### src/rtl/apb_pkg.sv
// Shared types for the APB master bridge: FSM state encoding, the queued
// command record and the default APB address/data widths.
package apb_pkg;

    localparam int A_WIDTH = 8;
    localparam int D_WIDTH = 8;

    typedef enum logic [1:0] {
        IDLE   = 2'd0,
        SETUP  = 2'd1,
        ACCESS = 2'd2
    } apb_mst_state_e;

    typedef struct packed {
        logic               write;
        logic [A_WIDTH-1:0] addr;
        logic [D_WIDTH-1:0] wdata;
    } apb_cmd_t;

endpackage

### src/rtl/apb_cmd_fifo.sv
// Synchronous show-ahead FIFO of apb_cmd_t records. dout always presents the
// head entry. full/empty come straight from the count register, so they never
// react combinationally to a pop in the same cycle.
module apb_cmd_fifo
    import apb_pkg::*;
#(
    parameter int DEPTH = 4
) (
    input  logic     p_clk,
    input  logic     p_rst,
    input  logic     push,
    input  logic     pop,
    input  apb_cmd_t din,
    output apb_cmd_t dout,
    output logic     full,
    output logic     empty
);

    localparam int PW = $clog2(DEPTH);
    localparam int CW = PW + 1;

    apb_cmd_t        mem [DEPTH];
    logic [PW-1:0]   wr_ptr;
    logic [PW-1:0]   rd_ptr;
    logic [CW-1:0]   count;
    logic            push_ok;
    logic            pop_ok;

    // A push into a full FIFO is only legal when the head leaves in the same cycle.
    assign push_ok = push && (!full || pop);
    assign pop_ok  = pop && !empty;

    assign full  = (count == CW'(DEPTH));
    assign empty = (count == '0);
    assign dout  = mem[rd_ptr];

    // Storage array; no reset needed since count gates every read.
    always_ff @(posedge p_clk) begin
        if (push_ok) begin
            mem[wr_ptr] <= din;
        end
    end

    // Pointer and occupancy bookkeeping; pointers wrap naturally (DEPTH is a power of 2).
    always_ff @(posedge p_clk) begin
        if (p_rst) begin
            wr_ptr <= '0;
            rd_ptr <= '0;
            count  <= '0;
        end else begin
            if (push_ok) begin
                wr_ptr <= wr_ptr + 1'b1;
            end
            if (pop_ok) begin
                rd_ptr <= rd_ptr + 1'b1;
            end
            case ({push_ok, pop_ok})
                2'b10:   count <= count + 1'b1;
                2'b01:   count <= count - 1'b1;
                default: count <= count;
            endcase
        end
    end

endmodule

### src/rtl/apb_master_bridge.sv
// APB requester: queues read/write commands from a valid/ready port, runs each
// as an APB SETUP->ACCESS transfer and returns a one-cycle response pulse.
// All APB and response outputs are registered.
// Optional feature macro: APB_TIMEOUT_EN -- bounds the ACCESS wait to
// TIMEOUT_CYCLES cycles of p_ready=0 and flags the response as timed out.
//
// Handshake: a command transfers on a rising edge where cmd_valid && cmd_ready;
// cmd_ready depends only on registered FIFO occupancy. rsp_valid is a
// single-cycle pulse with no backpressure.
module apb_master_bridge #(
    parameter int A_WIDTH        = apb_pkg::A_WIDTH,
    parameter int D_WIDTH        = apb_pkg::D_WIDTH,
    parameter int CMD_DEPTH      = 4,
    parameter int TIMEOUT_CYCLES = 16
) (
    input  logic               p_clk,
    input  logic               p_rst,
    input  logic               cmd_valid,
    output logic               cmd_ready,
    input  logic               cmd_write,
    input  logic [A_WIDTH-1:0] cmd_addr,
    input  logic [D_WIDTH-1:0] cmd_wdata,
    output logic               rsp_valid,
    output logic [D_WIDTH-1:0] rsp_rdata,
    output logic               rsp_err,
    output logic               rsp_timeout,
    output logic               p_sel,
    output logic               p_enable,
    output logic               p_write,
    output logic [A_WIDTH-1:0] p_addr,
    output logic [D_WIDTH-1:0] wr_data,
    input  logic [D_WIDTH-1:0] rd_data,
    input  logic               p_ready,
    input  logic               p_slverr
);

    import apb_pkg::*;

    apb_mst_state_e     state_q;
    apb_mst_state_e     state_d;
    apb_cmd_t           fifo_din;
    apb_cmd_t           fifo_dout;
    logic               fifo_full;
    logic               fifo_empty;
    logic               fifo_push;
    logic               fifo_pop;

    logic               sel_d;
    logic               enable_d;
    logic               write_d;
    logic [A_WIDTH-1:0] addr_d;
    logic [D_WIDTH-1:0] wdata_d;
    logic               rsp_valid_d;
    logic [D_WIDTH-1:0] rsp_rdata_d;
    logic               rsp_err_d;
    logic               tmo_hit;

    assign fifo_din.write = cmd_write;
    assign fifo_din.addr  = cmd_addr;
    assign fifo_din.wdata = cmd_wdata;
    assign fifo_push      = cmd_valid && cmd_ready;
    assign cmd_ready      = !fifo_full;

    apb_cmd_fifo #(
        .DEPTH (CMD_DEPTH)
    ) u_fifo (
        .p_clk (p_clk),
        .p_rst (p_rst),
        .push  (fifo_push),
        .pop   (fifo_pop),
        .din   (fifo_din),
        .dout  (fifo_dout),
        .full  (fifo_full),
        .empty (fifo_empty)
    );

`ifdef APB_TIMEOUT_EN
    localparam int TW = ($clog2(TIMEOUT_CYCLES + 1) > 8) ? $clog2(TIMEOUT_CYCLES + 1) : 8;
    logic [TW-1:0] tmo_cnt_q;
    logic [TW-1:0] tmo_cnt_d;
    logic          rsp_timeout_d;
    logic          rsp_timeout_q;

    assign rsp_timeout = rsp_timeout_q;
`else
    logic unused_tmo;

    assign unused_tmo  = (TIMEOUT_CYCLES >= 2);
    assign tmo_hit     = 1'b0;
    assign rsp_timeout = 1'b0;
`endif

    // Next-state and next-output logic; registers hold unless a transition changes them.
    always_comb begin
        state_d     = state_q;
        sel_d       = p_sel;
        enable_d    = p_enable;
        write_d     = p_write;
        addr_d      = p_addr;
        wdata_d     = wr_data;
        rsp_valid_d = 1'b0;
        rsp_rdata_d = '0;
        rsp_err_d   = 1'b0;
        fifo_pop    = 1'b0;
`ifdef APB_TIMEOUT_EN
        tmo_cnt_d     = tmo_cnt_q;
        tmo_hit       = 1'b0;
        rsp_timeout_d = 1'b0;
`endif
        case (state_q)
            IDLE: begin
                if (!fifo_empty) begin
                    fifo_pop = 1'b1;
                    write_d  = fifo_dout.write;
                    addr_d   = fifo_dout.addr;
                    wdata_d  = fifo_dout.wdata;
                    sel_d    = 1'b1;
                    enable_d = 1'b0;
                    state_d  = SETUP;
                end
            end
            SETUP: begin
                enable_d = 1'b1;
                state_d  = ACCESS;
`ifdef APB_TIMEOUT_EN
                tmo_cnt_d = '0;
`endif
            end
            ACCESS: begin
`ifdef APB_TIMEOUT_EN
                tmo_hit = !p_ready && (tmo_cnt_q == TW'(TIMEOUT_CYCLES - 1));
                if (!p_ready) begin
                    tmo_cnt_d = tmo_cnt_q + 1'b1;
                end
`endif
                if (p_ready || tmo_hit) begin
                    rsp_valid_d = 1'b1;
                    if (tmo_hit) begin
                        rsp_err_d   = 1'b1;
                        rsp_rdata_d = '0;
`ifdef APB_TIMEOUT_EN
                        rsp_timeout_d = 1'b1;
`endif
                    end else begin
                        rsp_err_d   = p_slverr;
                        rsp_rdata_d = p_write ? '0 : rd_data;
                    end
                    if (!fifo_empty) begin
                        // Back-to-back: p_sel stays high, new SETUP phase.
                        fifo_pop = 1'b1;
                        write_d  = fifo_dout.write;
                        addr_d   = fifo_dout.addr;
                        wdata_d  = fifo_dout.wdata;
                        sel_d    = 1'b1;
                        enable_d = 1'b0;
                        state_d  = SETUP;
                    end else begin
                        sel_d    = 1'b0;
                        enable_d = 1'b0;
                        state_d  = IDLE;
                    end
                end
            end
            default: begin
                sel_d    = 1'b0;
                enable_d = 1'b0;
                state_d  = IDLE;
            end
        endcase
    end

    // State and output registers; reset drops the bus and discards any transfer in flight.
    always_ff @(posedge p_clk) begin
        if (p_rst) begin
            state_q   <= IDLE;
            p_sel     <= 1'b0;
            p_enable  <= 1'b0;
            p_write   <= 1'b0;
            p_addr    <= '0;
            wr_data   <= '0;
            rsp_valid <= 1'b0;
            rsp_rdata <= '0;
            rsp_err   <= 1'b0;
        end else begin
            state_q   <= state_d;
            p_sel     <= sel_d;
            p_enable  <= enable_d;
            p_write   <= write_d;
            p_addr    <= addr_d;
            wr_data   <= wdata_d;
            rsp_valid <= rsp_valid_d;
            rsp_rdata <= rsp_rdata_d;
            rsp_err   <= rsp_err_d;
        end
    end

`ifdef APB_TIMEOUT_EN
    // Wait-cycle counter and timeout flag of the response.
    always_ff @(posedge p_clk) begin
        if (p_rst) begin
            tmo_cnt_q     <= '0;
            rsp_timeout_q <= 1'b0;
        end else begin
            tmo_cnt_q     <= tmo_cnt_d;
            rsp_timeout_q <= rsp_timeout_d;
        end
    end
`endif

endmodule

### config.mk
export PLATFORM = sky130hd
export DESIGN_NAME = apb_master_bridge
export DESIGN_NICKNAME = d
export VERILOG_FILES = /design/src/rtl/apb_pkg.sv /design/src/rtl/apb_cmd_fifo.sv /design/src/rtl/apb_master_bridge.sv
export SDC_FILE = /design/constraint.sdc
export NUM_CORES = 1
export LEC_CHECK = 0
export BUFFER_PORTS_ARGS = -buffer_cell sky130_fd_sc_hd__buf_4
export CAP_MARGIN = 20
export CORE_ASPECT_RATIO = 0.6
export CORE_UTILIZATION = 51
export CTS_CLUSTER_DIAMETER = 80
export DETAILED_ROUTE_END_ITERATION = 8
export GPL_TIMING_DRIVEN = 0
export PLACE_DENSITY = 0.82
export SYNTH_ARGS = -nofsm -noshare
export SYNTH_HDL_FRONTEND = slang
export SYNTH_SLANG_ARGS = --single-unit
### constraint.sdc
create_clock -name p_clk -period 2 [get_ports p_clk]
set_input_delay 0.2 -clock p_clk [delete_from_list [all_inputs] [get_ports p_clk]]
set_output_delay 0.2 -clock p_clk [all_outputs]
set_load 0.02 [all_outputs]
==> results.cfg <==
[global_routing]
grt_util_met2 = 0.301
use_met1 = 0.285
grt_pass1_wl_mm = 12.6
grt_use_met3 = 0.0637
grt_busiest_layer = met2
grt_start_max_net_pins = 20
grtUsageTotal = 0.204
grt_pass1_vias = 2375
grt_overflow_total = 0
antenna_found_initial = 0

[route]
viasPerCell = 5.47
via_count = 2423
dr.pass1.iters = 7
drtIter0Drc = 145
drc = 0
wl_per_cell_um = 18.1
postRouteAntennaNets = 0
routed_wl_mm = 8.00

[sta]
skew_ps = 6.81
fmax_mhz = 478
finalCritPeriodShare = 1.05
slew_violations = 0
fin_crit_ps = 2090
finalHoldViolations = 0
setup_viol = 1
setup_ws_ps = -93.7
whs_ps = 51.4
tightest_slew_ps = 894
slew_headroom = 0.404
rsz0062_at_grt = yes

[pwr]
p_per_area_nw_per_um2 = 1390
ir_drop_mv = 0.928
p_leak_nw = 1.89

[synthesis]
ys_types = 35
synthCells = 261
synth_edf_count = 68
avgSynthCellArea_um2 = 15.8
yosysTopAreaCell = edfxtp_1
synth_area_um2 = 4130
synthFlopType = edfxtp_1
seq_area_frac_synth = 0.684
synth.area.top_cells = edfxtp_1, dfxtp_1, mux4_2
ys_async_sr_fraction = 0
yosys_warnings = 0
synth-seq-cells = 107
synth_nets = 297
synth_top_area_share = 0.495

[layout]
multi_input_area_um2 = 1180
diodes = 0
area_delta_synth_final_pct = 23.4
regArea_um2 = 2830
nets = 370
nFillCells = 535
fin_util = 0.675
drive_above_1_share = 0.392
fin_cells = 443

[min_path]
whs_path_depth = 1
hold_class = in -> reg

[outcome]
status = finished, violations left
violations = negative setup slack

[critical_path]
cp.arrival_ps = 2360
slowest_stage = or3b_4
crit_fanout = 5
crit_family = simple AND/OR/NAND/NOR gates
reg2reg_slack_ps = -90
startpoint_type = register
cp_cell_sequence = or3b_4 -> nand2_4 -> ha_4 -> inv_2 -> fa_2 -> xor2_1 -> or3_1 -> a21oi_2
r2r_start = u_fifo.count[2]$_SDFFE_PP0P_
reg2reg_to = u_fifo.count[2]$_SDFFE_PP0P_
worstRegToRegCells = 8
crit_path_end = u_fifo.count[2]$_SDFFE_PP0P_
critPathBufInv = 1
endpoint_kind = register
cpPeakStageDelay_ps = 400
critical_path_cell_count = 8
cp-startpoint = u_fifo.count[2]$_SDFFE_PP0P_
criticalPathCategory = reg -> reg
cp.required_ps = 2270

[die]
core_um2 = 7540
die_w_um = 118
die_area_um2 = 8470
rows = 24
initial_utilization = 0.547
fp.dieH_um = 71.7
io_pins = 61

[clock_tree]
clockBufferDepth = 2
cts_tree = yes
clkLatencyLatePin_ps = 350
clockRootBuffer = clkbuf_16
clock-sinks = 107
htree_levels = 3
cts_made_buffers = 9
clk_pin_slew_ps = 70

[flow_run]
drv_cap = 0

[placed_design]
gp_congestion = 0.780
port_buffers = 58
dpl.hpwl_mm = 5.46
dp.cells = 423
[per-layer routing]
layer  routed length (µm)  vias up
met5                    0        -
met4                   25        0
met3                  585        4
met2                 3690       99
met1                 3700     1162
li1                     -     1158
[how the worst min path moves through the flow]
stage / from / end / slack, ps
5_1_grt: rd_data[1] / rsp_rdata[1]$_SDFF_PP0_ / 40
3_3_place_gp: cmd_addr[7] / u_fifo.mem[2][15]$_DFFE_PP_ / 400
6_report: cmd_wdata[7] / u_fifo.mem[2][7]$_DFFE_PP_ / 50
2_1_floorplan: cmd_wdata[0] / u_fifo.mem[0][0]$_DFFE_PP_ / 300
3_5_place_dp: rd_data[7] / rsp_rdata[7]$_SDFF_PP0_ / 400
4_1_cts: cmd_addr[0] / u_fifo.mem[3][8]$_DFFE_PP_ / 40
[cell usage after synthesis (all sizes together) (2+ instances only)]
library cell  count
a21o              2
a21oi            24
and2              9
and3              4
buf              16
clkbuf            4
dfxtp            39
edfxtp           68
ha                5
inv               7
mux4             17
nand2             2
nand3             3
nand4            18
nor2              7
nor2b             3
o21ai             2
o31ai            18
or3               2
xor2              2
[logic make-up (layout without fill, tap and decap cells)]
logic type | after synthesis | count (layout) | synth area share
DFF | 107 | 107 | 0.684
muxes | 19 | 19 | 0.0979
AOI/OAI and AO/OA | 46 | 46 | 0.0752
and+or+nand+nor | 53 | 53 | 0.0773
other | 1 | 1 | 0.000909
buffers and inverters | 27 | 105 | 0.0403
xor gates and xnor gates | 2 | 2 | 0.00425
adders and majority gates | 6 | 6 | 0.0200
[final cells by class]
type,count,area share
Sequential cell,107,0.556
Multi-Input combinational cell,127,0.232
Timing Repair Buffer,63,0.0929
Clock buffer,9,0.0442
Buffer,19,0.0283
Tap cell,104,0.0256
Clock inverter,7,0.0165
Inverter,7,0.00516
[where the power goes]
group,internal (mW),switching (mW)
Combinational,1.09,1.32
Sequential,2.71,0.180
Clock,0.994,0.793
[state kept, by name (all words and copies together), names as in the netlist, named ones only]
register / count
u_fifo.count: 3
state_q: 2
rsp_valid: 1
u_fifo.rd_ptr: 2
rsp_err: 1
rsp_rdata: 8
p_sel: 1
wr_data: 8
p_addr: 8
u_fifo.mem: 68
p_write: 1
u_fifo.wr_ptr: 2
[placed cells by master (no fill, tap or decap), types with 3 or more instances in the layout]
master / instances
dfxtp_2: 3
nand4_1: 18
buf_2: 7
inv_1: 4
buf_4: 65
dfxtp_1: 35
mux4_2: 17
nor2_1: 7
clkbuf_16: 9
clkbuf_1: 3
and2_1: 9
a21oi_2: 9
buf_6: 4
a21oi_1: 15
o31ai_1: 18
edfxtp_1: 68
ha_1: 4
nor2b_1: 3
and3_1: 4
inv_2: 3
[metrics by stage]
stage / setup slack (ps) / TNS [ps] / instance area (µm²) / power, mW
floorplan: -38.3 / -38.3 / 4160 / 4.49
global placement: -148 / -149 / 4720 / 5.10
detailed placement: -239 / -272 / 4720 / 5.21
CTS: -143 / -143 / 5070 / 7.06
global route: -169 / -169 / 5090 / 7.43
finish: -93.7 / -93.7 / 5090 / 7.09
[what timing repair did]
item / in CTS / in global routing
buffers inserted: 4 / 1
gates resized for setup: 4 / 10
setup endpoints to repair: 2 / 35
cloned: 0 / 0
hold buffers: 0 / 0
pin swaps: 2 / 5
Power figures use the tool's default switching activity.
